$ cat src/rtl/change_pkg.sv
// Shared definitions for the change dispenser: coin denomination codes,
// their rupee values, FSM state encoding and default tube fill level.
package change_pkg;

    localparam logic [1:0] DEN_5  = 2'b00;
    localparam logic [1:0] DEN_10 = 2'b01;
    localparam logic [1:0] DEN_20 = 2'b10;
    localparam logic [1:0] DEN_50 = 2'b11;

    localparam int unsigned INIT_CNT_DEF = 15;

    typedef enum logic [1:0] {
        S_IDLE   = 2'b00,
        S_SELECT = 2'b01,
        S_ISSUE  = 2'b10,
        S_FINISH = 2'b11
    } state_t;

    function automatic logic [5:0] den_value(input logic [1:0] den);
        logic [5:0] v;
        case (den)
            DEN_5:   v = 6'd5;
            DEN_10:  v = 6'd10;
            DEN_20:  v = 6'd20;
            default: v = 6'd50;
        endcase
        return v;
    endfunction

endpackage

$ cat src/rtl/coin_tube_counter.sv
// Inventory counter for one coin tube; refill reloads to INIT_CNT and
// decrement saturates at zero.
module coin_tube_counter #(
    parameter int unsigned CNT_W    = 4,
    parameter int unsigned INIT_CNT = 15
) (
    input  logic             clock,
    input  logic             reset,
    input  logic             refill,
    input  logic             decrement,
    output logic [CNT_W-1:0] count,
    output logic             empty
);

    logic [CNT_W-1:0] count_q;
    logic [CNT_W-1:0] count_d;

    always_comb begin
        count_d = count_q;
        if (refill) begin
            count_d = CNT_W'(INIT_CNT);
        end else if (decrement && (count_q != '0)) begin
            count_d = count_q - 1'b1;
        end
    end

    always_ff @(posedge clock) begin
        if (reset) begin
            count_q <= CNT_W'(INIT_CNT);
        end else begin
            count_q <= count_d;
        end
    end

    assign count = count_q;
    assign empty = (count_q == '0);

endmodule

$ cat src/rtl/change_dispenser.sv
// Coin payout controller: greedy selection over four tubes, paying one coin
// per hopper handshake and reporting unpaid residue at the end.
module change_dispenser
    import change_pkg::*;
#(
    parameter int unsigned AMT_W    = 7,
    parameter int unsigned CNT_W    = 4,
    parameter int unsigned INIT_CNT = INIT_CNT_DEF
) (
    input  logic             clock,
    input  logic             reset,
    input  logic             req,
    input  logic [AMT_W-1:0] change,
    input  logic             refill,
    output logic             busy,
    output logic             coin_valid,
    output logic [1:0]       coin_den,
    input  logic             coin_ack,
    output logic             done,
    output logic             short,
    output logic [AMT_W-1:0] residue,
    output logic [3:0]       empty
);

    state_t           state_q, state_d;
    logic [AMT_W-1:0] rem_q, rem_d;
    logic [1:0]       den_q, den_d;
    logic             coin_valid_q, coin_valid_d;
    logic             busy_q, busy_d;
    logic             done_q, done_d;
    logic             short_q, short_d;
    logic [AMT_W-1:0] residue_q, residue_d;

    logic [CNT_W-1:0] tube_cnt [4];
    logic [3:0]       tube_dec;
    logic             tube_refill;
    logic             pick_found;
    logic [1:0]       pick_den;

    for (genvar g = 0; g < 4; g++) begin : g_tube
        coin_tube_counter #(
            .CNT_W    (CNT_W),
            .INIT_CNT (INIT_CNT)
        ) u_tube (
            .clock     (clock),
            .reset     (reset),
            .refill    (tube_refill),
            .decrement (tube_dec[g]),
            .count     (tube_cnt[g]),
            .empty     (empty[g])
        );
    end

    // Ascending scan: the last qualifying tube is the largest denomination.
    always_comb begin
        pick_found = 1'b0;
        pick_den   = DEN_5;
        for (int unsigned i = 0; i < 4; i++) begin
            if ((AMT_W'(den_value(2'(i))) <= rem_q) && (tube_cnt[i] != '0)) begin
                pick_found = 1'b1;
                pick_den   = 2'(i);
            end
        end
    end

    always_comb begin
        state_d      = state_q;
        rem_d        = rem_q;
        den_d        = den_q;
        coin_valid_d = coin_valid_q;
        busy_d       = busy_q;
        done_d       = 1'b0;
        short_d      = short_q;
        residue_d    = residue_q;
        tube_dec     = '0;
        tube_refill  = 1'b0;

        case (state_q)
            S_IDLE: begin
                if (req) begin
                    rem_d     = change;
                    short_d   = 1'b0;
                    residue_d = '0;
                    busy_d    = 1'b1;
                    state_d   = S_SELECT;
                end else if (refill) begin
                    tube_refill = 1'b1;
                end
            end
            S_SELECT: begin
                if (pick_found) begin
                    den_d        = pick_den;
                    coin_valid_d = 1'b1;
                    state_d      = S_ISSUE;
                end else begin
                    done_d    = 1'b1;
                    residue_d = rem_q;
                    short_d   = (rem_q != '0);
                    state_d   = S_FINISH;
                end
            end
            S_ISSUE: begin
                if (coin_ack) begin
                    rem_d           = rem_q - AMT_W'(den_value(den_q));
                    tube_dec[den_q] = 1'b1;
                    coin_valid_d    = 1'b0;
                    state_d         = S_SELECT;
                end
            end
            S_FINISH: begin
                busy_d  = 1'b0;
                state_d = S_IDLE;
            end
            default: state_d = S_IDLE;
        endcase
    end

    always_ff @(posedge clock) begin
        if (reset) begin
            state_q      <= S_IDLE;
            rem_q        <= '0;
            den_q        <= DEN_5;
            coin_valid_q <= 1'b0;
            busy_q       <= 1'b0;
            done_q       <= 1'b0;
            short_q      <= 1'b0;
            residue_q    <= '0;
        end else begin
            state_q      <= state_d;
            rem_q        <= rem_d;
            den_q        <= den_d;
            coin_valid_q <= coin_valid_d;
            busy_q       <= busy_d;
            done_q       <= done_d;
            short_q      <= short_d;
            residue_q    <= residue_d;
        end
    end

    assign busy       = busy_q;
    assign coin_valid = coin_valid_q;
    assign coin_den   = den_q;
    assign done       = done_q;
    assign short      = short_q;
    assign residue    = residue_q;

endmodule

$ cat config.mk
export PLATFORM = sky130hd
export DESIGN_NAME = change_dispenser
export DESIGN_NICKNAME = d
export VERILOG_FILES = /design/src/rtl/change_pkg.sv /design/src/rtl/coin_tube_counter.sv /design/src/rtl/change_dispenser.sv
export SDC_FILE = /design/constraint.sdc
export NUM_CORES = 1
export LEC_CHECK = 0
export ABC_AREA = 1
export CAP_MARGIN = 20
export CORE_AREA = 2 2 60 85
export CTS_CLUSTER_DIAMETER = 100
export CTS_CLUSTER_SIZE = 40
export DETAILED_ROUTE_END_ITERATION = 10
export DIE_AREA = 0 0 62 87
export GPL_TIMING_DRIVEN = 0
export PLACE_DENSITY = 0.81
export SLEW_MARGIN = 0
export SYNTH_ARGS = -nofsm -noshare
export SYNTH_HDL_FRONTEND = slang
export SYNTH_HIERARCHICAL = 1
export SYNTH_SLANG_ARGS = --single-unit
$ cat constraint.sdc
create_clock -name clock -period 4.04 [get_ports clock]
set_clock_uncertainty 0.05 [all_clocks]
set_input_delay 0.808 -clock clock [delete_from_list [all_inputs] [get_ports clock]]
set_output_delay 0.808 -clock clock [all_outputs]
set_load 0.02 [all_outputs]
# After elaboration in Yosys (flattened, before gate mapping)

Index checks and enable logic that the tools add are counted.

Word-level logic and storage cells: 101
Bits of input ports: 12
Bits in registers: 38
Output and inout port bits: 17

Bitwise gates (word level): 1
$lt $le $gt $ge: 6
Add/subtract/negate cells: 5
Eq/ne operators: 9
Reductions and logical operators: 32
Muxes and demuxes: 36

Operator list:

| operator                                                      | count |
|---|---|
| two-way mux 7 bit                                             | 4 |
| case mux 7 bit (2 select lines)                               | 2 |
| case mux 6 bit (3 select lines)                               | 1 |
| zero test 4 bit                                               | 4 |
| two-way mux 1 bit                                             | 16 |
| nonzero test 4 bit                                            | 4 |
| subtractor 4 x 1 -> 4 bit, second input constant              | 4 |
| two-way mux 6 bit                                             | 2 |
| logical AND 1 bit                                             | 9 |
| AND reduction 3 bit                                           | 3 |
| two-way mux 2 bit                                             | 4 |
| two-way mux 4 bit                                             | 2 |
| != test 2 bit, second input constant                          | 4 |
| case mux 2 bit (4 select lines)                               | 1 |
| nonzero test 2 bit                                            | 4 |
| less-or-equal comparator 3 x 7 -> 1 bit, first input constant | 1 |
| less-or-equal comparator 4 x 7 -> 1 bit, first input constant | 1 |
| less-or-equal comparator 5 x 7 -> 1 bit, first input constant | 1 |
| less-or-equal comparator 6 x 7 -> 1 bit, first input constant | 1 |
| nonzero test 7 bit                                            | 1 |
| subtractor 7 x 6 -> 7 bit                                     | 1 |
| == test 2 bit, second input constant                          | 3 |
| case mux 1 bit (2 select lines)                               | 3 |
| AND reduction 2 bit                                           | 3 |
| other kinds (7)                                               | 10 |

# Logic depth before layout (Yosys ltp)

Gate-level depths: netlist of run 1.

Word-level depth: 8
Depth in mapped cells: 11

# Cells and area by module

The synthesis of run 1 kept the hierarchy.

Modules (own cells, without submodules):

| module            | cells an instance | area each (um^2) | instances |
|---|---|---|---|
| change_dispenser  | 237               | 1,546.5          | 1 |
| coin_tube_counter | 33                | 232.7            | 4 |

# Worst setup path before layout of run 1

No wires, ideal clock.

Path kind: register to register
Start point: register den_q[0] (netlist: coin_den[0])
End point: register rem_q[4]
Arrival: 1.818 ns
Data required time: 3.873 ns
Stages on the path, launching flop included: 10
Period minus slack after synthesis: 1.985 ns
Path slack: 2.055 ns
Setup time: 0.117 ns
Cells stage by stage: dfxtp_1 -> nor2_1 -> ha_1 -> fa_1 -> inv_1 -> a21oi_1 -> o21ai_0 -> xor2_1 -> a21oi_1 -> nor2_1

Word-level cells in the longest chain between the ends: 7

Ends and longest elaborated chain:

| element                               | RTL line                | RTL |
|---|---|---|
| start, declared                       | change_dispenser.sv:27  | `logic [1:0] den_q, den_d;` |
| start signal, assigned                | change_dispenser.sv:131 | `den_q <= den_d;` |
| == test 2 bit (tied with other cells) | change_pkg.sv:21        | `case (den)` |
| case mux 6 bit (3 select lines) (*)   | change_pkg.sv:21        |  |
| two-way mux 6 bit (*)                 | change_dispenser.sv:103 | `if (coin_ack) begin` |
| two-way mux 6 bit (*)                 | change_dispenser.sv:78  | `case (state_q)` |
| subtractor 7 x 6 -> 7 bit (*)         | change_dispenser.sv:104 | `rem_d = rem_q - AMT_W'(den_value(den_q));` |
| two-way mux 7 bit (*)                 | change_dispenser.sv:103 |  |
| case mux 7 bit (2 select lines) (*)   | change_dispenser.sv:78  |  |
| end signal, assigned                  | change_dispenser.sv:130 | `rem_q <= rem_d;` |
| end, declared                         | change_dispenser.sv:26  | `logic [AMT_W-1:0] rem_q, rem_d;` |

Mark *: on every way between the ends. The rest lies on a longest branch, timed or not. The select of a mux whose other input is x is not followed.
A chain may end at the register's enable or synchronous reset.

# Worst setup path after layout of run 1

Start point: register g_tube[1].u_tube.count_q[0]
End point: output empty[1]

Word-level cells in the longest chain between the ends: 1

Ends and longest elaborated chain:

| element                | RTL line                | RTL |
|---|---|---|
| start, declared        | coin_tube_counter.sv:15 | `logic [CNT_W-1:0] count_q;` |
| start signal, assigned | coin_tube_counter.sv:29 | `count_q <= CNT_W'(INIT_CNT);` |
| start signal, assigned | coin_tube_counter.sv:31 | `count_q <= count_d;` |
| zero test 4 bit        | coin_tube_counter.sv:36 | `assign empty = (count_q == '0);` |
| end, declared          | change_dispenser.sv:22  | `output logic [3:0] empty` |

No other way between the ends.

==> run_results.csv, run 1 <==
group,metric,value,unit
clock_tree,clkLatencyLatePin,0.29,ns
global_routing,grt_antenna_before_repair,0,
layout,final_cell_mix,"nand2_1, inv_1, nor2_1, dfxtp_1, nand3_1",
worst_setup_path,crit_buf_inv,4,
worst_setup_path,critPathKind,"reg2out",
power_and_ir_drop,leakagePower,1.47,nW
power_and_ir_drop,power.density,360,nW/um^2
timing,rsz0062_at_grt,"false",
die,die_w,62,microns
layout,final_net_count,427,
yosys,ys_warn_count,6,
clock_tree,post-cts-setup-buffer-count,0,
clock_tree,cts_hold_buf,0,
layout,stdcell_count,467,
global_routing,grt_pass1_vias,2203,
layout,diodes,0,
timing,max_freq,0.373,GHz
die,num_rows,30,
placement,port_buffers,28,
clock_tree,path_clk_slew,0.07,ns
drt,drt_iter0_drc,71,
yosys,synth-async-reset-ratio,0,
yosys,synthCells,369,
drt,wl,5230,microns
clock_tree,cts_buffers,5,
yosys,synth_edf_count,0,
clock_tree,ctsRootBufferMaster,"clkbuf_8",
placement,dp_hpwl,4190,microns
layout,multi_input_area,1440,sq um
worst_setup_path,cpMostUsedCell,"inv_1",
yosys,ys_types,32,
yosys,ys_ff_latch,38,
global_routing,grt_pass1_wl,8850,microns
clock_tree,cts_sinks,38,
min_path,hp-class,"reg2reg",
global_routing,grt_max_degree,11,
power_and_ir_drop,ir_drop,0.246,mV
worst_setup_path,start_kind,"register",
layout,register_area,761,sq um
timing,hold_viol_final,0,
drt,ant_nets,0,
die,die-area,5390,sq um
clock_tree,cts_buffer_depth,2,
clock_tree,cts_tree,"done",
layout,area_delta_synth_final,17.9,%
yosys,postSynthAreaPerCell,6.71,sq um
die,coreArea,4690,sq um
worst_setup_path,worstPathRequired,3.18,ns
die,die_y,87,microns
timing,fin_crit,2.68,ns
global_routing,grtUsageTotal,0.212,
drt,via_count,2354,
drt,first_pass_iters,5,
placement,dp_cells,461,
yosys,synth_nets,392,
die,start_util,0.528,
die,io_pins,29,
layout,layout-drive-gt1-share,0.127,
timing,worstMarginPinSlew,0.631,ns
global_routing,grt_overflow,0,
status,status,"completed",
placement,gp_congestion,0.893,
yosys,syn_area,2480,sq um
yosys,ys_seq_area_frac,0.307,
worst_setup_path,crit_fanout,4,
clock_tree,htree_levels,2,
layout,mostFrequentLayoutCell,"nand2_1",
timing,setup_viol,0,
drt,drcViolationCount,0,
worst_setup_path,crit_path_end_kind,"output pin",
worst_setup_path,path_cells,"inv_1, ha_1, inv_1, nor2_4, nand2_4, inv_1, clkdlybuf4s50_1",
drt,via_per_inst,5.04,
yosys,synthFlopType,"dfxtp_1",
timing,hold_slack,0.428,ns
power_and_ir_drop,power.total,1.05,mW
worst_setup_path,path_delay_family,"buffers and inverters",
run,maxCapViolations,0,
worst_setup_path,slowest_stage,"clkdlybuf4s50_1",
timing,drv_slew,0,
worst_setup_path,cp_data_arrival_time,1.83,ns
timing,setup_tns,0,ns
drt,wire_per_inst,11.2,microns
layout,fillCellCount,439,
timing,period_share,0.664,
timing,relSlewSlack,0.578,
worst_setup_path,slowest_delay,0.59,ns
clock_tree,cts_resized,0,
-- layout make-up --
class,count,area share
inverters,67,0.0861
clock buffers,6,0.0283
flip-flops and latches,38,0.260
multi-input cells,260,0.494
well taps,64,0.0274
repair buffers,28,0.0960
plain buffers,4,0.00814
-- logic make-up (layout without fill, tap and decap cells) --
kind of cell    after synthesis  in the layout  share of synthesized area
flops                        38             38                      0.307
buf+inv                      71            105                      0.111
simple gates                197            197                      0.384
fa+ha+maj                    11             11                     0.0586
compound gates               49             49                      0.128
xor+xnor                      3              3                     0.0106
-- worst paths after layout --
kind	start	endpoint	slack, ns	cells past startpoint
worst min register to register	coin_valid	coin_valid	0.43	2
worst max-delay path	g_tube[1].u_tube/count[0]	empty[1]	1.36	7
worst min-delay path	coin_valid	coin_valid	0.43	2
worst max register to register	coin_den[0]	rem_q[4]	1.92	9
-- flip-flops by register name (all words and copies together), names as in the netlist --
register / cells
coin_den: 2
residue: 7
rem_q: 7
g_tube.u_tube/count: 16
done: 1
state_q: 2
short: 1
coin_valid: 1
busy: 1
-- synthesized netlist by cell type (all sizes together), types with 2 or more instances --
cell    count  area [sq um]
o21ai      13          65.1
nor2       57           282
nand2      90           388
buf         2          16.3
clkbuf      2          7.51
nand3b      4          30.0
nand4       4          25.0
a211oi      4          30.0
ha         10           125
nor3        2          10.0
xor2        3          26.3
or2         2          12.5
a21oi      28           193
nand3      37           198
inv        66           248
dfxtp      38           761
-- routing by layer --
| layer | share of wire | up-vias | global-route usage |
|---|---|---|---|
| li1 | - | 1237 | - |
| met1 | 0.43 | 1054 | 0.243 |
| met2 | 0.52 | 52 | 0.368 |
| met3 | 0.035 | 11 | 0.0312 |
| met4 | 0.023 | 0 | 0.103 |
| met5 | 0 | - | 0 |
-- power breakdown --
part           total (mW)  leakage [nW]  internal, mW  switching, mW
Sequential          0.439         0.311         0.406         0.0330
Combinational       0.354          1.12         0.144          0.210
Clock               0.258        0.0431         0.132          0.126
-- worst reg2reg max path, cell delays in order (launching register included) --
cell and delay (ns):
dfxtp_1 0.57, nor2_1 0.11, ha_1 0.23, fa_1 0.41, inv_1 0.09, a21oi_1 0.06
o21ai_0 0.19, xor2_1 0.19, a21oi_1 0.08, nor2_1 0.08
-- metrics by stage --
stage               worst slack, ns  instance area [sq um]   util
finish                         1.36                   2920  0.622
global route                   1.21                   2920  0.622
CTS                            1.36                   2920  0.622
detailed placement             1.54                   2840  0.605
global placement               1.59                   2840  0.605
floorplan                      2.05                   2480      -
Power figures use the tool's default switching activity.
==> run 2: changes to the inputs <==
- CORE_AREA: 2 2 60 85 -> 2 2 62 88
- DIE_AREA: 0 0 62 87 -> 0 0 64 90
- PLACE_DENSITY: 0.81 -> 0.79
- clock period: 4.04 -> 2.2 ns (I/O delays scaled with it)
==> run_results.csv, run 2 (synthesized netlist as in run 1, its figures left out) <==
group,metric,value,unit
status,status,"completed",
min_path,hp-class,"reg2reg",
worst_setup_path,rr_startpoint,"coin_den[0]",
layout,fin_area,2930,sq um
die,start_util,0.495,
worst_setup_path,slowest_delay,0.33,ns
timing,max_freq,0.486,GHz
worst_setup_path,path_cells,"inv_1, ha_1, inv_1, nor2_4, nand2_4, inv_1, dlygate4sd2_1",
global_routing,grt_pass1_vias,2228,
die,die_w,64,microns
timing,setup_tns,0,ns
drt,ant_nets,0,
worst_setup_path,crit_start,"g_tube[1].u_tube/count[0]",
layout,final_net_count,427,
die,io_pins,29,
clock_tree,cts_tree,"done",
worst_setup_path,cpMostUsedCell,"inv_1",
global_routing,grt_antenna_before_repair,0,
min_path,hp-start,"g_tube[0].u_tube/count[0]",
clock_tree,cts_buffers,5,
clock_tree,clkLatencyLatePin,0.30,ns
clock_tree,ctsRootBufferMaster,"clkbuf_8",
timing,fin_crit,2.06,ns
power_and_ir_drop,power.density,669,nW/um^2
layout,diodes,0,
drt,drcViolationCount,0,
run,maxCapViolations,0,
timing,setup_viol,0,
layout,largest_reg_flops,16,
placement,port_buffers,28,
timing,rsz0062_at_grt,"false",
global_routing,grt_overflow,0,
timing,hold_viol_final,0,
layout,final_cell_mix,"nand2_1, inv_1, nor2_1, dfxtp_1, nand3_1",
drt,via_count,2391,
drt,first_pass_iters,4,
clock_tree,htree_levels,2,
die,coreArea,5000,sq um
placement,dp_hpwl,4360,microns
worst_setup_path,start_kind,"register",
timing,period_share,0.934,
placement,gp_congestion,0.921,
layout,area_delta_synth_final,18.1,%
die,die-area,5760,sq um
clock_tree,cts_buffer_depth,2,
timing,relSlewSlack,0.540,
die,die_y,90,microns
timing,worstMarginPinSlew,0.689,ns
power_and_ir_drop,ir_drop,0.419,mV
clock_tree,post-cts-setup-buffer-count,0,
power_and_ir_drop,leakagePower,1.50,nW
clock_tree,cts_sinks,38,
drt,drt_iter0_drc,114,
power_and_ir_drop,power.total,1.96,mW
timing,hold_slack,0.436,ns
global_routing,grt_pass1_wl,9560,microns
layout,layout-drive-gt1-share,0.133,
worst_setup_path,crit_path_end_kind,"output pin",
clock_tree,path_clk_slew,0.09,ns
worst_setup_path,slowest_stage,"dfxtp_1",
drt,via_per_inst,5.08,
global_routing,grt_max_degree,14,
worst_setup_path,critPathKind,"reg2out",
worst_setup_path,cp_data_arrival_time,1.57,ns
clock_tree,cts_hold_buf,0,
drt,wl,5610,microns
global_routing,grtUsageTotal,0.205,
worst_setup_path,crit_fanout,4,
placement,placed_area,2840,sq um
die,num_rows,31,
layout,mostFrequentLayoutCell,"nand2_1",
timing,drv_slew,0,
drt,wire_per_inst,11.9,microns
worst_setup_path,worstPathRequired,1.71,ns
## run 2: cell type report
cell class	instances	area, sq um
Multi-Input combinational cell	260	1440
Tap cell	66	82.6
Sequential cell	38	762
Inverter	67	251
Timing Repair Buffer	28	275
Clock inverter	3	21.3
Fill cell	438	2080
Clock buffer	5	68.8
Buffer	4	23.8
## run 2: per-stage QoR
step | cells | setup WS [ns] | util
after global routing | 471 | 0.0476 | 0.585
after CTS | 471 | 0.0871 | 0.585
after detailed placement | 463 | 0.110 | 0.568
final | 471 | 0.144 | 0.585
after global placement | 463 | 0.115 | 0.568
after floorplan | 369 | 0.215 | -
## run 2: per-layer routing
layer | global-route usage | wire, microns
met5 | 0 | 0
met1 | 0.220 | 2310
met4 | 0.0761 | 95
met2 | 0.391 | 3020
met3 | 0.0300 | 181
## run 2: path summary, 6_finish.rpt
check	endpoint	slack, ns	depth (start not counted)
worst max-delay path	empty[1]	0.14	7
worst min-delay path	g_tube[0].u_tube/count[0]	0.44	2
worst max register to register	rem_q[4]	0.24	9
worst min register to register	g_tube[0].u_tube/count[0]	0.44	2
## run 2: worst max-delay path: cells and delay by family, from the launching register on
kind                       cells  cell delay, ns
buffers and inverters          4            0.56
DFF                            1            0.33
and+or+nand+nor                2            0.21
adders and majority gates      1            0.16
## run 2: where the power goes
| group | internal [mW] | total (mW) | switching, mW |
|---|---|---|---|
| combinational | 0.265 | 0.657 | 0.392 |
| clock | 0.223 | 0.496 | 0.273 |
| sequential | 0.745 | 0.806 | 0.0607 |
## run 2: timing repair
action	in CTS	in global routing
setup endpoints to repair	4	2
gates resized for setup	4	1
cloned	0	0
==> run 3: changes to the inputs <==
- CORE_AREA: 2 2 62 88 -> 4 4 64 90
- DIE_AREA: 0 0 64 90 -> 0 0 68 94
==> run_results.csv, run 3 (synthesized netlist as in run 1, its figures left out) <==
group,metric,value,unit
worst_setup_path,path_cells,"inv_1, ha_1, inv_1, nor2_4, nand2_4, inv_1, dlygate4sd2_1",
timing,setup_tns,0,ns
timing,drv_slew,0,
power_and_ir_drop,power.total,1.95,mW
power_and_ir_drop,leakagePower,1.49,nW
layout,area_delta_synth_final,17.8,%
worst_setup_path,slowest_stage,"dfxtp_1",
clock_tree,cts_tree,"done",
global_routing,grt_pass1_wl,9620,microns
die,die_w,68,microns
layout,final_net_count,427,
run,maxCapViolations,0,
drt,first_pass_iters,4,
timing,hold_viol_final,0,
drt,via_per_inst,5.01,
timing,max_freq,0.491,GHz
layout,diodes,0,
placement,dp_hpwl,4420,microns
worst_setup_path,crit_buf_inv,4,
clock_tree,cts_sinks,38,
worst_setup_path,reg2reg_slack,0.22,ns
global_routing,grt_max_degree,11,
layout,layout-drive-gt1-share,0.129,
min_path,hp-class,"reg2reg",
global_routing,grtUsageTotal,0.198,
drt,via_count,2350,
global_routing,grt_overflow,0,
worst_setup_path,start_kind,"register",
clock_tree,ctsRootBufferMaster,"clkbuf_8",
drt,drt_iter0_drc,114,
clock_tree,cts_buffer_depth,2,
global_routing,grt_antenna_before_repair,0,
global_routing,grt.met2_usage,0.344,
drt,wire_per_inst,12.0,microns
worst_setup_path,cp_data_arrival_time,1.55,ns
die,start_util,0.491,
die,io_pins,29,
global_routing,grt_pass1_vias,2287,
timing,fin_crit,2.04,ns
worst_setup_path,crit_path_end_kind,"output pin",
clock_tree,cts_hold_buf,0,
drt,drcViolationCount,0,
die,die-area,6390,sq um
timing,period_share,0.926,
timing,worstMarginPinSlew,0.702,ns
layout,mostFrequentLayoutCell,"nand2_1",
die,die_y,94,microns
drt,ant_nets,0,
placement,port_buffers,28,
power_and_ir_drop,ir_drop,0.514,mV
drt,wl,5650,microns
worst_setup_path,slowest_delay,0.32,ns
timing,setup_viol,0,
timing,rsz0062_at_grt,"false",
worst_setup_path,critPathKind,"reg2out",
die,coreArea,5040,sq um
layout,final_cell_mix,"nand2_1, inv_1, nor2_1, dfxtp_1, nand3_1",
clock_tree,clkLatencyLatePin,0.29,ns
worst_setup_path,path_delay_family,"buffers and inverters",
placement,gp_congestion,0.905,
die,num_rows,31,
clock_tree,htree_levels,2,
power_and_ir_drop,power.density,667,nW/um^2
layout,largest_reg_flops,16,
clock_tree,cts_buffers,5,
worst_setup_path,worstPathRequired,1.71,ns
clock_tree,post-cts-setup-buffer-count,0,
global_routing,use_met3,0.0371,
timing,relSlewSlack,0.531,
worst_setup_path,crit_fanout,4,
clock_tree,path_clk_slew,0.07,ns
global_routing,use_met1,0.215,
status,status,"completed",
worst_setup_path,cpMostUsedCell,"inv_1",
global_routing,grt_busiest_layer,"met2",
[run 3: cell type report]
class / count / area (sq um)
Buffer: 4 / 23.8
Clock buffer: 6 / 82.6
Fill cell: 496 / 2120
Inverter: 67 / 251
Multi-Input combinational cell: 260 / 1440
Sequential cell: 38 / 762
Tap cell: 66 / 82.6
Timing Repair Buffer: 28 / 275
[run 3: what timing repair did]
action / 4_1_cts / 5_1_grt
endpoints found under the setup margin: 4 / 1
cloned: 0 / 0
resized for setup: 4 / 1
[run 3: worst min-delay path: stages (launching register included)]
cell	delay, ns
dfxtp_1	0.32
nand2_1	0.06
a21oi_1	0.05
[run 3: power by group]
part / switching, mW / internal [mW]
logic: 0.391 / 0.266
registers: 0.0599 / 0.745
clock network: 0.242 / 0.242
[run 3: stage by stage]
stage                     hold slack (ns)  worst slack [ns]  utilization  cells  area (sq um)
final                               0.432             0.163        0.579    469          2920
after global routing                0.461            0.0361        0.579    469          2920
after CTS                           0.431            0.0831        0.579    469          2920
after detailed placement            0.420            0.0957        0.563    463          2840
after global placement              0.417             0.103        0.563    463          2840
after floorplan                     0.399             0.215            -    369          2480
[run 3: per-layer routing]
layer,up-vias,part of all wire
met5,-,0
met4,0,0.034
met3,14,0.036
met2,53,0.52
met1,1051,0.41
li1,1232,-
[run 3: worst paths after layout]
kind	start	to	cells after the start
hold reg to reg	coin_valid	coin_valid	2
setup reg to reg	coin_den[0]	rem_q[4]	9
hold / removal	coin_valid	coin_valid	2
setup / recovery	g_tube[3].u_tube/count[0]	empty[3]	7
==> variant 1: new RTL, settings of run 1 <==
`CNT_W` is set to 4 in 2 places; all go to 6.
--- a/src/rtl/coin_tube_counter.sv
+++ b/src/rtl/coin_tube_counter.sv
@@ -1,7 +1,7 @@
 // Inventory counter for one coin tube; refill reloads to INIT_CNT and
 // decrement saturates at zero.
 module coin_tube_counter #(
-    parameter int unsigned CNT_W    = 4,
+    parameter int unsigned CNT_W    = 6,
     parameter int unsigned INIT_CNT = 15
 ) (
     input  logic             clock,
--- a/src/rtl/change_dispenser.sv
+++ b/src/rtl/change_dispenser.sv
@@ -4,7 +4,7 @@
     import change_pkg::*;
 #(
     parameter int unsigned AMT_W    = 7,
-    parameter int unsigned CNT_W    = 4,
+    parameter int unsigned CNT_W    = 6,
     parameter int unsigned INIT_CNT = INIT_CNT_DEF
 ) (
     input  logic             clock,
Formal check against the unedited RTL: same outputs for any inputs over 10 cycles, from zero or initial values and one cycle with reset high; that may be too few to reach the edited logic, so the function may still have changed.
==> variant 1 against run 1 <==
- cell area increased by 15%
- sequential share of layout area increased by 1.4 points
- sequential power rose by 18%
- core utilization increased by 9.3 points
- register-to-register slack improved by 0.10 ns
- routed wire length rose by 21%
- area after synthesis increased by 17%
- cell count is 12% higher
- setup slack got worse by 0.065 ns
- via count increased by 18%
- sequential cell count grew 8
- hold slack gained 0.021 ns
- power increased by 15%
==> variant 1: results (changes against run 1) <==
<table>
<tr><th>Metric</th><th>Value</th></tr>
<tr><th colspan="2">Outcome</th></tr>
<tr><td>Status</td><td>finished clean (unchanged)</td></tr>
<tr><th colspan="2">Global route</th></tr>
<tr><td>Global router's overall resource usage</td><td>0.253 (was 0.212)</td></tr>
<tr><td>Met3 Use GR</td><td>0.0505 (was 0.0312)</td></tr>
<tr><td>Global-route wire length before repair</td><td>10.4 mm (was 8.85 mm)</td></tr>
<tr><td>Number of global-route vias before repair</td><td>2,584 (was 2,203)</td></tr>
<tr><td>Pin count of the biggest net entering global routing</td><td>14 (was 11)</td></tr>
<tr><td>Met1 Resource Use GR</td><td>0.247 (was 0.243)</td></tr>
<tr><th colspan="2">Cells and area</th></tr>
<tr><td>Proportion of layout cells with a drive suffix above 1</td><td>0.126 (was 0.127)</td></tr>
<tr><td>Syn-to-layout area delta</td><td>16.1% (was 17.9%)</td></tr>
<tr><td>Max FFs per register</td><td>24 (was 16)</td></tr>
<tr><th colspan="2">Detailed routing</th></tr>
<tr><td>Wire length on met2</td><td>3.47 mm (was 2.70 mm)</td></tr>
<tr><td>Detailed-routing wirelength on met1</td><td>2.49 mm (was 2.23 mm)</td></tr>
<tr><td>First-pass DRT Iterations</td><td>4 (was 5)</td></tr>
<tr><td>Amount of wire on met3 after detailed routing</td><td>240 um (was 183 um)</td></tr>
<tr><th colspan="2">Place</th></tr>
<tr><td>Setup WS pre-CTS</td><td>1.44 ns (was 1.54 ns)</td></tr>
<tr><td>Placement-stage cell area</td><td>3250 um2 (was 2840 um2)</td></tr>
<tr><th colspan="2">Critical path</th></tr>
<tr><td>CP Max Fanout</td><td>6 (was 4)</td></tr>
<tr><td>Data arrival time of the critical path</td><td>1.89 ns (was 1.83 ns)</td></tr>
<tr><td>FF-to-FF path depth</td><td>10 (was 9)</td></tr>
<tr><th colspan="2">Power</th></tr>
<tr><td>Peak supply drop</td><td>0.251 mV (was 0.246 mV)</td></tr>
<tr><td>Share of total power in sequential cells</td><td>0.429 (was 0.418)</td></tr>
<tr><th colspan="2">Synthesis</th></tr>
<tr><td>Synthesized-area fraction occupied by adder cells</td><td>0.0675 (was 0.0586)</td></tr>
<tr><td>Most area-consuming cells after synthesis</td><td>dfxtp_1, nand2_1, inv_1 (unchanged)</td></tr>
<tr><td>Compound-Gate Fraction of Synth Area</td><td>0.150 (was 0.128)</td></tr>
<tr><td>Leading cell types by count after synthesis</td><td>nand2_1, inv_1, nor2_1, dfxtp_1, nand3_1 (unchanged)</td></tr>
<tr><td>Seq/Total Area, Yosys</td><td>0.318 (was 0.307)</td></tr>
<tr><th colspan="2">Timing</th></tr>
<tr><td>Worst-margin pin slew</td><td>0.574 ns (was 0.631 ns)</td></tr>
</table>
## variant 1: changes by cell type after synthesis, moves of 6 or more
cell	before	now
nor2_1	46	61
nand3_1	36	28
nand4_1	4	16
o21ai_0	7	20
dfxtp_1	38	46
nor2_4	8	2
## variant 1: through the flow
| step | power, mW | instances |
|---|---|---|
| after floorplan | 0.776 | 424 |
| after global placement | 0.869 | 516 |
| after detailed placement | 0.875 | 516 |
| after CTS | 1.21 | 524 |
| after global routing | 1.28 | 524 |
| final | 1.21 | 524 |
## variant 1: kinds of logic (layout without fill, tap and decap cells)
group	after synthesis	in the layout
buffers and inverters	77	113
DFF	46	46
adders and majority gates	15	15
AOI/OAI and AO/OA	69	69
xor gates and xnor gates	6	6
and+or+nand+nor	211	211
## variant 1: cell type report
type,instances,area share
plain buffers,5,0.00931
well taps,64,0.0238
inverters,72,0.0805
clock inverters,1,0.00894
multi-input cells,301,0.497
clock buffers,7,0.0227
repair buffers,28,0.0835
flip-flops and latches,46,0.274
==> variant 2: new RTL, settings of run 1 <==
Without the edit above. Re-encode `state_t` (4 states) as Gray code, 2 bits wide.
--- a/src/rtl/change_pkg.sv
+++ b/src/rtl/change_pkg.sv
@@ -12,8 +12,8 @@
     typedef enum logic [1:0] {
         S_IDLE   = 2'b00,
         S_SELECT = 2'b01,
-        S_ISSUE  = 2'b10,
-        S_FINISH = 2'b11
+        S_ISSUE  = 2'b11,
+        S_FINISH = 2'b10
     } state_t;
 
     function automatic logic [5:0] den_value(input logic [1:0] den);
Check against the original RTL: same outputs for any inputs over 10 cycles, from zero or initial values and one cycle with reset high; not proved beyond that.
==> variant 2 against run 1 <==
- routed wire length increased by 0.27%
- count of clock-buffer cells in the layout up 1
- setup slack lost 0.0074 ns
- sequential cell count unchanged
- power decreased by 7.4%
- die area stayed put
- synthesized cell count fell by 3.0%
- cell area down 3.3%
- area after synthesis down 4.3%
- largest power group unchanged
==> variant 2: results (changes against run 1) <==
<table>
<tr><th>Metric</th><th>Value</th></tr>
<tr><th colspan="2">Outcome</th></tr>
<tr><td>Status</td><td>finished clean (unchanged)</td></tr>
<tr><th colspan="2">Cells and area</th></tr>
<tr><td>Share of the core filled with cells</td><td>0.602 (was 0.622)</td></tr>
<tr><td>Number of filler cells placed in the layout</td><td>444 (was 439)</td></tr>
<tr><td>Net total in the final layout</td><td>416 (was 427)</td></tr>
<tr><th colspan="2">Synthesis</th></tr>
<tr><td>Post-Synth XOR/XNOR Area</td><td>0.0111 (was 0.0106)</td></tr>
<tr><td>Most area-consuming cells after synthesis</td><td>dfxtp_1, nand2_1, nor2_1 (was dfxtp_1, nand2_1, inv_1)</td></tr>
<tr><td>Post-synthesis average cell area</td><td>6.62 um2 (was 6.71 um2)</td></tr>
<tr><td>Net count of the mapped netlist</td><td>381 (was 392)</td></tr>
<tr><td>Compound-Gate Fraction of Synth Area</td><td>0.107 (was 0.128)</td></tr>
<tr><td>Seq/Total Area, Yosys</td><td>0.321 (was 0.307)</td></tr>
<tr><td>Leading cell types by count after synthesis</td><td>nand2_1, nor2_1, inv_1, dfxtp_1, nand3_1 (was nand2_1, inv_1, nor2_1, dfxtp_1, nand3_1)</td></tr>
<tr><td>Synthesized-area fraction occupied by adder cells</td><td>0.0612 (was 0.0586)</td></tr>
<tr><th colspan="2">Place</th></tr>
<tr><td>Final Wtd Congestion</td><td>0.950 (was 0.893)</td></tr>
<tr><td>Dpl cells</td><td>450 (was 461)</td></tr>
<tr><th colspan="2">Global route</th></tr>
<tr><td>Global-route wire length before repair</td><td>8.97 mm (was 8.85 mm)</td></tr>
<tr><td>Global router's overall resource usage</td><td>0.218 (was 0.212)</td></tr>
<tr><td>Met1 Resource Use GR</td><td>0.234 (was 0.243)</td></tr>
<tr><td>Met3 Use GR</td><td>0.0505 (was 0.0312)</td></tr>
<tr><th colspan="2">Detailed routing</th></tr>
<tr><td>First-pass DRT Iterations</td><td>4 (was 5)</td></tr>
<tr><td>Vias/cell</td><td>5.04 (about the same)</td></tr>
<tr><td>Wire length on met2</td><td>2.80 mm (was 2.70 mm)</td></tr>
<tr><th colspan="2">Critical path</th></tr>
<tr><td>FF-to-FF path depth</td><td>10 (was 9)</td></tr>
<tr><td>Worst reg2reg endpoint</td><td>rem_q[6] (was rem_q[4])</td></tr>
<tr><th colspan="2">Timing</th></tr>
<tr><td>Maximum operating frequency</td><td>372 MHz (was 373 MHz)</td></tr>
<tr><td>Worst hold slack after final layout</td><td>0.434 ns (was 0.428 ns)</td></tr>
</table>
variant 2: cell count changes after synthesis, sizes merged, moves of 2 or more:
cell / change
nor2: +6
a21oi: -5
nand3: -10
xnor2: +2
inv: -13
nand3b: +4
o21ai: -2
nand2: +6
a31oi: +2
xor2: -2
variant 2: power by group through the flow:
| stage | registers (mW) | clock network (mW) | logic, mW |
|---|---|---|---|
| 4_1_cts | 0.428 | 0.273 | 0.276 |
| 3_3_place_gp | 0.436 | 0 | 0.269 |
| 6_report | 0.428 | 0.269 | 0.276 |
| 3_5_place_dp | 0.437 | 0 | 0.274 |
| 2_1_floorplan | 0.448 | 0 | 0.178 |
| 5_1_grt | 0.432 | 0.294 | 0.311 |
variant 2: final cells by class:
type / instances / area share
Buffer: 4 / 0.00975
Clock buffer: 7 / 0.0306
Clock inverter: 1 / 0.00177
Inverter: 54 / 0.0718
Multi-Input combinational cell: 262 / 0.489
Sequential cell: 38 / 0.270
Tap cell: 64 / 0.0284
Timing Repair Buffer: 28 / 0.0993
